===== src/rtl/pcie_axi_wr_if.sv =====
// AXI write-channel bundle (AW, W, B) between a PCIe-side master and the
// SRAM write slave.
//   slave  modport : used by pcie_axi_wr_to_sram (accepts AW/W, drives B)
//   master modport : used by the requester (drives AW/W, accepts B)
interface pcie_axi_wr_if;
  logic         axi_awvalid;
  logic [63:0]  axi_awaddr;
  logic [11:0]  axi_awlen;
  logic [2:0]   axi_awsize;
  logic [1:0]   axi_awburst;
  logic         axi_awready;
  logic         axi_wvalid;
  logic [255:0] axi_wdata;
  logic [31:0]  axi_wstrb;
  logic         axi_wlast;
  logic         axi_wready;
  logic         axi_bvalid;
  logic [1:0]   axi_bresp;
  logic         axi_bready;

  modport slave (
    input  axi_awvalid, axi_awaddr, axi_awlen, axi_awsize, axi_awburst,
    input  axi_wvalid, axi_wdata, axi_wstrb, axi_wlast,
    input  axi_bready,
    output axi_awready, axi_wready, axi_bvalid, axi_bresp
  );

  modport master (
    output axi_awvalid, axi_awaddr, axi_awlen, axi_awsize, axi_awburst,
    output axi_wvalid, axi_wdata, axi_wstrb, axi_wlast,
    output axi_bready,
    input  axi_awready, axi_wready, axi_bvalid, axi_bresp
  );
endinterface


===== src/rtl/pcie_axi_wr_to_sram.sv =====
// AXI write slave committing 256-bit write beats into a 1024-entry SRAM.
// Each accepted burst is written beat by beat through a registered SRAM
// write port; burst length comes only from awlen, and a wlast that does
// not line up with it turns the response into SLVERR.
// Ports:
//   clk, rst    : clock, asynchronous active-high reset
//   axi         : AW/W/B channels (pcie_axi_wr_if.slave)
//   sram_wen    : one-cycle write strobe
//   sram_waddr  : 10-bit SRAM word address
//   sram_wdata  : 256-bit write data
//   sram_wstrb  : 32-bit byte enables
module pcie_axi_wr_to_sram (
  input  logic                 clk,
  input  logic                 rst,
  pcie_axi_wr_if.slave         axi,
  output logic                 sram_wen,
  output logic [9:0]           sram_waddr,
  output logic [255:0]         sram_wdata,
  output logic [31:0]          sram_wstrb
);

  localparam int DATA_W  = 256;
  localparam int STRB_W  = DATA_W / 8;
  localparam int SRAM_AW = 10;

  localparam logic [1:0] ST_IDLE   = 2'd0;
  localparam logic [1:0] ST_W_DATA = 2'd1;
  localparam logic [1:0] ST_W_RESP = 2'd2;

  localparam logic [1:0] BURST_FIXED = 2'b00;
  localparam logic [1:0] RESP_OKAY   = 2'b00;
  localparam logic [1:0] RESP_SLVERR = 2'b10;

  logic [1:0]         state;
  logic [SRAM_AW-1:0] addr_cnt;
  logic               burst_fixed;
  logic [12:0]        beats_total;
  logic [12:0]        beat_cnt;
  logic               err;

  logic               w_hs;
  logic               exp_last;
  logic               wlast_bad;

  // Upper address bits and awsize carry no meaning for this slave.
  logic               unused_sink;
  assign unused_sink = ^{axi.axi_awaddr[63:SRAM_AW], axi.axi_awsize};

  // INCR wraps naturally at the SRAM boundary; FIXED keeps the word index.
  function automatic logic [SRAM_AW-1:0] next_addr(input logic [SRAM_AW-1:0] a,
                                                   input logic fixed);
    return fixed ? a : a + 1'b1;
  endfunction

  function automatic logic [1:0] resp_code(input logic bad);
    return bad ? RESP_SLVERR : RESP_OKAY;
  endfunction

  assign w_hs      = axi.axi_wvalid && axi.axi_wready;
  assign exp_last  = (beat_cnt == beats_total - 13'd1);
  assign wlast_bad = (axi.axi_wlast != exp_last);

  always_ff @(posedge clk or posedge rst) begin
    if (rst) begin
      state           <= ST_IDLE;
      addr_cnt        <= '0;
      burst_fixed     <= 1'b0;
      beats_total     <= '0;
      beat_cnt        <= '0;
      err             <= 1'b0;
      axi.axi_awready <= 1'b0;
      axi.axi_wready  <= 1'b0;
      axi.axi_bvalid  <= 1'b0;
      axi.axi_bresp   <= RESP_OKAY;
      sram_wen        <= 1'b0;
      sram_waddr      <= '0;
      sram_wdata      <= '0;
      sram_wstrb      <= '0;
    end else begin
      sram_wen <= 1'b0;
      case (state)
        ST_IDLE: begin
          axi.axi_awready <= 1'b1;
          if (axi.axi_awvalid && axi.axi_awready) begin
            addr_cnt        <= axi.axi_awaddr[SRAM_AW-1:0];
            burst_fixed     <= (axi.axi_awburst == BURST_FIXED);
            beats_total     <= {1'b0, axi.axi_awlen} + 13'd1;
            beat_cnt        <= '0;
            err             <= 1'b0;
            axi.axi_awready <= 1'b0;
            axi.axi_wready  <= 1'b1;
            state           <= ST_W_DATA;
          end
        end

        // Beat accepted here is presented to the SRAM on the next cycle.
        ST_W_DATA: begin
          if (w_hs) begin
            sram_wen   <= 1'b1;
            sram_waddr <= addr_cnt;
            sram_wdata <= axi.axi_wdata;
            sram_wstrb <= axi.axi_wstrb;
            addr_cnt   <= next_addr(addr_cnt, burst_fixed);
            if (!exp_last) begin
              beat_cnt <= beat_cnt + 13'd1;
              err      <= err | wlast_bad;
            end else begin
              // Response rises alongside the final SRAM strobe.
              axi.axi_wready <= 1'b0;
              axi.axi_bvalid <= 1'b1;
              axi.axi_bresp  <= resp_code(err | wlast_bad);
              state          <= ST_W_RESP;
            end
          end
        end

        ST_W_RESP: begin
          if (axi.axi_bvalid && axi.axi_bready) begin
            axi.axi_bvalid  <= 1'b0;
            axi.axi_bresp   <= RESP_OKAY;
            axi.axi_awready <= 1'b1;
            state           <= ST_IDLE;
          end
        end

        default: begin
          state <= ST_IDLE;
        end
      endcase
    end
  end

endmodule


===== src/flat_wrapper.sv =====
// flat-port wrapper written by rule: the top's interface ports become plain ports
module pcie_axi_wr_to_sram_flat 
  (clk, rst, sram_wen, sram_waddr, sram_wdata, sram_wstrb, axi_axi_awvalid, axi_axi_awaddr, axi_axi_awlen, axi_axi_awsize, axi_axi_awburst, axi_axi_wvalid, axi_axi_wdata, axi_axi_wstrb, axi_axi_wlast, axi_axi_bready, axi_axi_awready, axi_axi_wready, axi_axi_bvalid, axi_axi_bresp);
  pcie_axi_wr_if axi_i ();
  input  logic clk;
  input  logic rst;
  output logic sram_wen;
  output logic [9:0] sram_waddr;
  output logic [255:0] sram_wdata;
  output logic [31:0] sram_wstrb;
  input wire logic [$bits(axi_i.axi_awvalid)-1:0] axi_axi_awvalid;
  input wire logic [$bits(axi_i.axi_awaddr)-1:0] axi_axi_awaddr;
  input wire logic [$bits(axi_i.axi_awlen)-1:0] axi_axi_awlen;
  input wire logic [$bits(axi_i.axi_awsize)-1:0] axi_axi_awsize;
  input wire logic [$bits(axi_i.axi_awburst)-1:0] axi_axi_awburst;
  input wire logic [$bits(axi_i.axi_wvalid)-1:0] axi_axi_wvalid;
  input wire logic [$bits(axi_i.axi_wdata)-1:0] axi_axi_wdata;
  input wire logic [$bits(axi_i.axi_wstrb)-1:0] axi_axi_wstrb;
  input wire logic [$bits(axi_i.axi_wlast)-1:0] axi_axi_wlast;
  input wire logic [$bits(axi_i.axi_bready)-1:0] axi_axi_bready;
  output wire logic [$bits(axi_i.axi_awready)-1:0] axi_axi_awready;
  output wire logic [$bits(axi_i.axi_wready)-1:0] axi_axi_wready;
  output wire logic [$bits(axi_i.axi_bvalid)-1:0] axi_axi_bvalid;
  output wire logic [$bits(axi_i.axi_bresp)-1:0] axi_axi_bresp;
  assign axi_i.axi_awvalid = axi_axi_awvalid;
  assign axi_i.axi_awaddr = axi_axi_awaddr;
  assign axi_i.axi_awlen = axi_axi_awlen;
  assign axi_i.axi_awsize = axi_axi_awsize;
  assign axi_i.axi_awburst = axi_axi_awburst;
  assign axi_i.axi_wvalid = axi_axi_wvalid;
  assign axi_i.axi_wdata = axi_axi_wdata;
  assign axi_i.axi_wstrb = axi_axi_wstrb;
  assign axi_i.axi_wlast = axi_axi_wlast;
  assign axi_i.axi_bready = axi_axi_bready;
  assign axi_axi_awready = axi_i.axi_awready;
  assign axi_axi_wready = axi_i.axi_wready;
  assign axi_axi_bvalid = axi_i.axi_bvalid;
  assign axi_axi_bresp = axi_i.axi_bresp;
  pcie_axi_wr_to_sram u_core (.clk(clk), .rst(rst), .axi(axi_i), .sram_wen(sram_wen), .sram_waddr(sram_waddr), .sram_wdata(sram_wdata), .sram_wstrb(sram_wstrb));
endmodule

===== config.mk =====
export PLATFORM = sky130hd
export DESIGN_NAME = pcie_axi_wr_to_sram_flat
export DESIGN_NICKNAME = d
export VERILOG_FILES = /design/src/rtl/pcie_axi_wr_if.sv /design/src/rtl/pcie_axi_wr_to_sram.sv /design/src/flat_wrapper.sv
export SDC_FILE = /design/constraint.sdc
export NUM_CORES = 1
export LEC_CHECK = 0
export ABC_AREA = 1
export ABC_CLOCK_PERIOD_IN_PS = 11430
export CAP_MARGIN = 20
export CORE_AREA = 2 2 261 263
export DETAILED_ROUTE_END_ITERATION = 10
export DIE_AREA = 0 0 263 265
export GPL_TIMING_DRIVEN = 0
export PLACE_DENSITY = 0.45
export SYNTH_ARGS = -nofsm -noshare
export SYNTH_HDL_FRONTEND = slang
export SYNTH_SLANG_ARGS = --single-unit

===== constraint.sdc =====
create_clock -name clk -period 11.43 [get_ports clk]
set_input_delay 1.143 -clock clk [delete_from_list [all_inputs] [get_ports clk]]
set_output_delay 1.143 -clock clk [all_outputs]
set_load 0.005 [all_outputs]

==> results by group, run 1 <==
Run status
  – Outcome: complete, no violations

Timing
  – Worst setup margin: 8.47 ns
  – RSZ-0062 raised after global routing: no
  – Fin Hold WS: 0.468 ns
  – Crit share post-route: 25.9%
  – Final hold vios: 0
  – Worst slew margin: 38.7%
  – Sum Neg Setup Slack: 0 ns
  – Min cycle time layout: 2.96 ns
  – F_max: 338 MHz
  – Final Skew: 0.0250 ns
  – Worst-Margin Slew: 0.919 ns
  – Final slew viol count: 0
  – Final setup vio count: 0

Synthesis
  – Post-synth design cell area: 14200 um2
  – Cell count after synthesis: 1719
  – Top_reg_cell synth: dfrtp_1
  – Yosys warnings: 0
  – Number of synthesized flops with an enable pin: 0
  – Ys async rst share: 100%
  – #FFs+latches synth: 343
  – Syn_nets: 2098
  – Sequential area share after synthesis: 60.3%
  – Distinct cells, synth: 36
  – Average cell area after synthesis: 8.28 um2

Final layout
  – Most common cell after layout, fill and taps aside: nand2_1
  – Layout cells sized above 1: 4.46%
  – Final core occ: 34.4%
  – Commonest cells after routing, fill and taps aside: nand2_1 (1017), clkdlybuf4s50_1 (620), dfrtp_1 (343), clkbuf_1 (79), inv_1 (55)
  – P&R area growth vs syn: 61.6%
  – Nets: 2766

Global route
  – GRT Resource Usage Total: 16.4%
  – Global route overflow: 0
  – Initial antenna violation count: 4
  – Largest net degree at the start of global routing: 120
  – Vias in the first global route: 14000
  – Wire length of the first global-routing pass: 87.9 mm

Worst setup path
  – CP max stage delay: 0.55 ns
  – Worst Path Arrival: 3.47 ns
  – Worst Path Required: 11.93 ns
  – CP Launch Type: input port
  – Largest delay share family, worst path: buffers and inverters
  – CP endpoint kind: flip-flop
  – Most frequent CP cell: nand2_1
  – Worst-path cell chain: clkdlybuf4s50_1 -> nand2_1 -> nor2_4 -> inv_2 -> clkbuf_1 -> clkbuf_1 -> nand2_1 -> nand2_1
  – Slowest stage cell, crit path: clkbuf_1
  – Crit path buf inv count: 4
  – Crit Path Category: input port to flip-flop
  – CP Max Fanout: 10

Power and ir drop
  – Static leakage: 11.1 nW
  – VDD IR-drop max: 114 uV
  – Pwr dens: 257 nW/um2

Die
  – Die X: 263 um
  – Initial Util: 21.3%
  – Die ar.: 69700 um2
  – Chip Height: 265 um
  – I/O pin count: 679
  – Row cnt: 95
  – Area of the placeable core: 66800 um2

CTS
  – # clock sinks: 343
  – # hold bufs at CTS: 0
  – Clock Path Buffers: 3
  – Clock buffer count from CTS: 44
  – Clock root buffer master: clkbuf_16
  – CTS tree: done
  – H-tree Lvls: 2
  – Post-CTS setup buffer count: 0
  – Clk pin slew, worst setup/hold paths: 0.06 ns
  – CTS resizes: 0
  – Later-pin clock latency in the skew report: 0.58 ns

Detailed routing
  – Mean routed wirelength per cell: 17.6 um
  – Via count: 13400
  – Antenna Nets Post-Route: 0
  – # DRC: 0
  – First DRT Iteration DRCs: 626
  – Via-per-instance ratio: 4.07
  – WL final: 57.9 mm
  – DR pass1 iterations: 4

Placement
  – Port Buf Inserts: 620
  – RePlAce Congestion: 0.843
  – HPWL after DPL: 44.6 mm
  – Setup Slack @ Placement: 7.75 ns

Min path
  – Worst hold path class: flip-flop to flip-flop

Flow run
  – Maxcap violations: 0
## worst reg2reg max path: cells and delay by family (launching register included)
family	cells	cell delay, ns
buffers and inverters	3	1.34
AND/OR/NAND/NOR	4	0.68
flip-flops	1	0.41
## metal layers
metal	vias up	part of all wire [%]	track usage [%]
met5	-	0.022	0
met4	2	2.6	4.86
met3	91	7.6	5.64
met2	414	50	28.9
met1	6288	39	18.8
li1	6609	-	-
## logic make-up (layout without fill, tap and decap cells)
group / count (synthesis) / after routing / share of synthesized area, %
and+or+nand+nor: 1144 / 1144 / 31.6
DFF: 343 / 343 / 60.3
buffers and inverters: 146 / 846 / 3.98
AOI/OAI and AO/OA: 59 / 59 / 2.36
xor gates and xnor gates: 22 / 22 / 1.35
adders and majority gates: 4 / 4 / 0.352
other: 1 / 4 / 0.0263
## registers in the layout (all words and copies together), names as in the netlist, 2 cells and up
signal / count
u_core.addr_cnt: 10
u_core.beat_cnt: 13
u_core.beats_total: 13
u_core.sram_waddr: 10
u_core.sram_wdata: 256
u_core.sram_wstrb: 32
u_core.state: 2
## metrics by stage
stage	cell area, um2	power (W)	cells
floorplan	14200	0.00302	1719
global placement	21500	0.00461	3212
detailed placement	21600	0.00462	3214
CTS	23000	0.00602	3292
global route	23000	0.00636	3295
finish	23000	0.00590	3295
## Yosys cell counts, types with 2 or more instances
cell type,n,area (um2)
nand2_1,1017,3820
dfrtp_1,343,8580
clkbuf_1,67,251
inv_1,56,210
nor2_1,42,158
nand3_1,34,170
o21ai_0,32,160
nand4_1,23,144
xor2_1,19,166
a21oi_1,10,50.1
inv_2,9,33.8
buf_2,6,30.0
nand2_2,6,37.5
nor2_2,6,37.5
nor2_4,6,67.6
o22ai_1,5,31.3
a31oi_1,4,25.0
buf_1,4,15.0
ha_1,4,50.1
nor3_1,4,20.0
xnor2_1,3,26.3
clkinv_1,2,7.51
o211ai_1,2,15.0
o21a_1,2,15.0
or2_1,2,12.5
## layout make-up
| type | instances | area, um2 |
|---|---|---|
| Fill cell | 7003 | 43800 |
| Clock buffer | 69 | 1330 |
| Clock inverter | 9 | 70.1 |
| Antenna cell | 3 | 7.51 |
| Sequential cell | 343 | 8580 |
| Buffer | 79 | 315 |
| Tap cell | 873 | 1090 |
| Inverter | 67 | 259 |
| Timing Repair Buffer | 622 | 6260 |
| Multi-Input combinational cell | 1230 | 5090 |
## final timing paths
path	startpoint	end	slack, ns	cells after the start
setup / recovery	axi_axi_wvalid	u_core.sram_wstrb[21]	8.47	8
hold / removal	u_core.sram_wdata[82]	u_core.sram_wdata[82]	0.47	2
setup reg to reg	u_core.state[1]	u_core.sram_wdata[94]	8.93	7
hold reg to reg	u_core.sram_wdata[82]	u_core.sram_wdata[82]	0.47	2
max in group asynchronous	rst	u_core.beat_cnt[1]	9.12	3
min in group asynchronous	rst	u_core.sram_wdata[235]	1.13	2
## report_power, final
part           switching (W)  total, W  internal (W)
clock               0.000549   0.00134      0.000794
sequential          0.000319   0.00205       0.00173
combinational        0.00127   0.00251       0.00124
total                0.00214   0.00590       0.00376
Power figures use the tool's default switching activity.
==> inputs of run 2 (changes only) <==
Settings changed: ABC_CLOCK_PERIOD_IN_PS 11430 to 3060.
Clock period 11.43 ns to 3.06 ns, I/O delays scaled along.
==> run 2 against run 1 <==
  * Register-to-register slack worse by 8.4 ns
  * Final cell count increased by 0.21%
  * First-iteration DRC count rose by 0.32%
  * Setup slack worse by 8.0 ns
  * Wire length is 1.1% higher
  * Combinational power grew to 3.8 times the previous value
  * Die area unchanged
  * Total power rose to 3.7 times the previous value
==> results by group, run 2 (synthesized netlist as in run 1, its figures left out) <==
Run status
  – Outcome: complete, no violations

Worst setup path
  – Worst reg-to-reg path cell count: 7
  – Worst Path Required: 3.56 ns
  – CP Max Fanout: 10
  – R2r setup slk: 0.49 ns
  – Crit Reg-Reg Endpoint: u_core.sram_wstrb[5]
  – Crit Path Category: flip-flop to flip-flop
  – Worst R2R Start: u_core.state[1]
  – Worst Path Arrival: 3.07 ns
  – CP Launch Type: flip-flop
  – CP endpoint kind: flip-flop

CTS
  – H-tree Lvls: 2
  – Clk pin slew, worst setup/hold paths: 0.06 ns
  – Clock Path Buffers: 3
  – # hold bufs at CTS: 0
  – Post-CTS setup buffer count: 0
  – # clock sinks: 343
  – Clock root buffer master: clkbuf_16
  – Later-pin clock latency in the skew report: 0.56 ns
  – CTS resizes: 0
  – Clock buffer count from CTS: 44
  – CTS tree: done

Die
  – Row cnt: 95
  – Die ar.: 69700 um2
  – Area of the placeable core: 66800 um2
  – Die X: 263 um
  – Initial Util: 21.3%
  – I/O pin count: 679
  – Chip Height: 265 um

Detailed routing
  – Via-per-instance ratio: 4.07
  – Antenna Nets Post-Route: 0
  – Via count: 13400
  – # DRC: 0
  – First DRT Iteration DRCs: 628
  – DR pass1 iterations: 5
  – Mean routed wirelength per cell: 17.7 um
  – WL final: 58.6 mm

Final layout
  – Nets: 2774
  – Layout cells sized above 1: 4.42%
  – Max reg flops: 256
  – Largest reg by FF count: u_core.sram_wdata
  – Most common cell after layout, fill and taps aside: nand2_1
  – Fillcell total: 6922
  – Final non-filler cell total: 3302
  – Biggest regs: u_core.sram_wdata x256, u_core.sram_wstrb x32
  – P&R area growth vs syn: 62.3%
  – Commonest cells after routing, fill and taps aside: nand2_1 (1017), clkdlybuf4s50_1 (620), dfrtp_1 (343), clkbuf_1 (84), inv_1 (55)

Timing
  – Worst setup margin: 0.487 ns
  – Final setup vio count: 0
  – F_max: 389 MHz
  – Final Skew: 0.0120 ns
  – Sum Neg Setup Slack: 0 ns
  – Worst slew margin: 46.7%
  – RSZ-0062 raised after global routing: no
  – Final slew viol count: 0
  – Min cycle time layout: 2.57 ns
  – Crit share post-route: 84.1%
  – Worst-Margin Slew: 0.800 ns
  – Final hold vios: 0

Global route
  – Global routing usage on met3: 5.95%
  – GRT Resource Usage Total: 16.5%
  – Busiest grt layer: met2
  – Largest net degree at the start of global routing: 40
  – Vias in the first global route: 14000
  – Grt met2 use: 29.2%
  – Initial antenna violation count: 11
  – Wire length of the first global-routing pass: 88.2 mm
  – Global route overflow: 0
  – Grt met1 use: 18.9%

Power and ir drop
  – Internal Pwr Total: 0.0141 W
  – Comb power frac: 42.7%
  – Flop pwr share: 34.7%
  – Pwr dens: 957 nW/um2
  – VDD IR-drop max: 405 uV
  – Static leakage: 11.1 nW
  – Switch share: 36.3%
  – Share of power burned in the clock network: 22.6%
  – Net switching power: 0.00803 W

Flow run
  – Maxcap violations: 0

Placement
  – RePlAce Congestion: 0.842
  – Placed Cells: 3222
  – Setup Slack @ Placement: 0.203 ns
  – Port Buf Inserts: 620
  – HPWL after DPL: 46.2 mm

Min path
  – Worst hold path class: input port to async pin
-- run 2: cell type report --
class | instances | area [um2] | share of cell area [%]
multi-input cells | 1230 | 5090 | 22.0
repair buffers | 630 | 6410 | 27.7
well taps | 873 | 1090 | 4.73
diodes | 6 | 15.0 | 0.0650
inverters | 67 | 255 | 1.11
flip-flops and latches | 343 | 8580 | 37.2
plain buffers | 79 | 315 | 1.37
clock inverters | 8 | 100 | 0.433
clock buffers | 66 | 1240 | 5.39
-- run 2: worst max-delay path by stage --
stage,startpoint,to,slack [ns],cells past startpoint
final,u_core.state[1],u_core.sram_wstrb[5],0.49,7
after global routing,u_core.state[1],u_core.sram_wstrb[5],0.20,7
after CTS,u_core.state[1],u_core.sram_wstrb[5],0.33,7
after detailed placement,axi_axi_wvalid,u_core.sram_wstrb[3],0.20,8
after global placement,rst,u_core.sram_wdata[106],-4.79,2
after floorplan,rst,u_core.addr_cnt[0],-1.83,1
-- run 2: metal layers --
layer | vias to the layer above | share of wire [%]
met4 | 12 | 2.0
li1 | 6624 | -
met5 | - | 0.13
met3 | 77 | 8.1
met2 | 406 | 51
met1 | 6307 | 39
-- run 2: worst max-delay path: stages (launching register included) --
cell      delay (ns)
dfrtp_1         0.41
nor2_4          0.27
inv_2           0.16
nor2_4          0.23
clkbuf_1        0.64
clkbuf_1        0.55
nand2_1         0.14
nand2_1         0.10
-- run 2: power groups by stage --
| stage | sequential [W] | clock, W | combinational, W |
|---|---|---|---|
| detailed placement | 0.00770 | 0 | 0.00962 |
| CTS | 0.00769 | 0.00516 | 0.00965 |
| global placement | 0.00768 | 0 | 0.00957 |
| global route | 0.00796 | 0.00539 | 0.0104 |
| finish | 0.00768 | 0.00499 | 0.00943 |
| floorplan | 0.00772 | 0 | 0.00356 |
-- run 2: through the flow --
stage          util, %  hold slack (ns)  cell area, um2  total power, W
3_5_place_dp      32.5            0.457           21700          0.0173
2_1_floorplan        -            0.404           14200          0.0113
6_report          34.6            0.164           23100          0.0221
4_1_cts           34.6            0.141           23100          0.0225
3_3_place_gp      32.2            0.453           21500          0.0173
5_1_grt           34.6            0.178           23100          0.0238
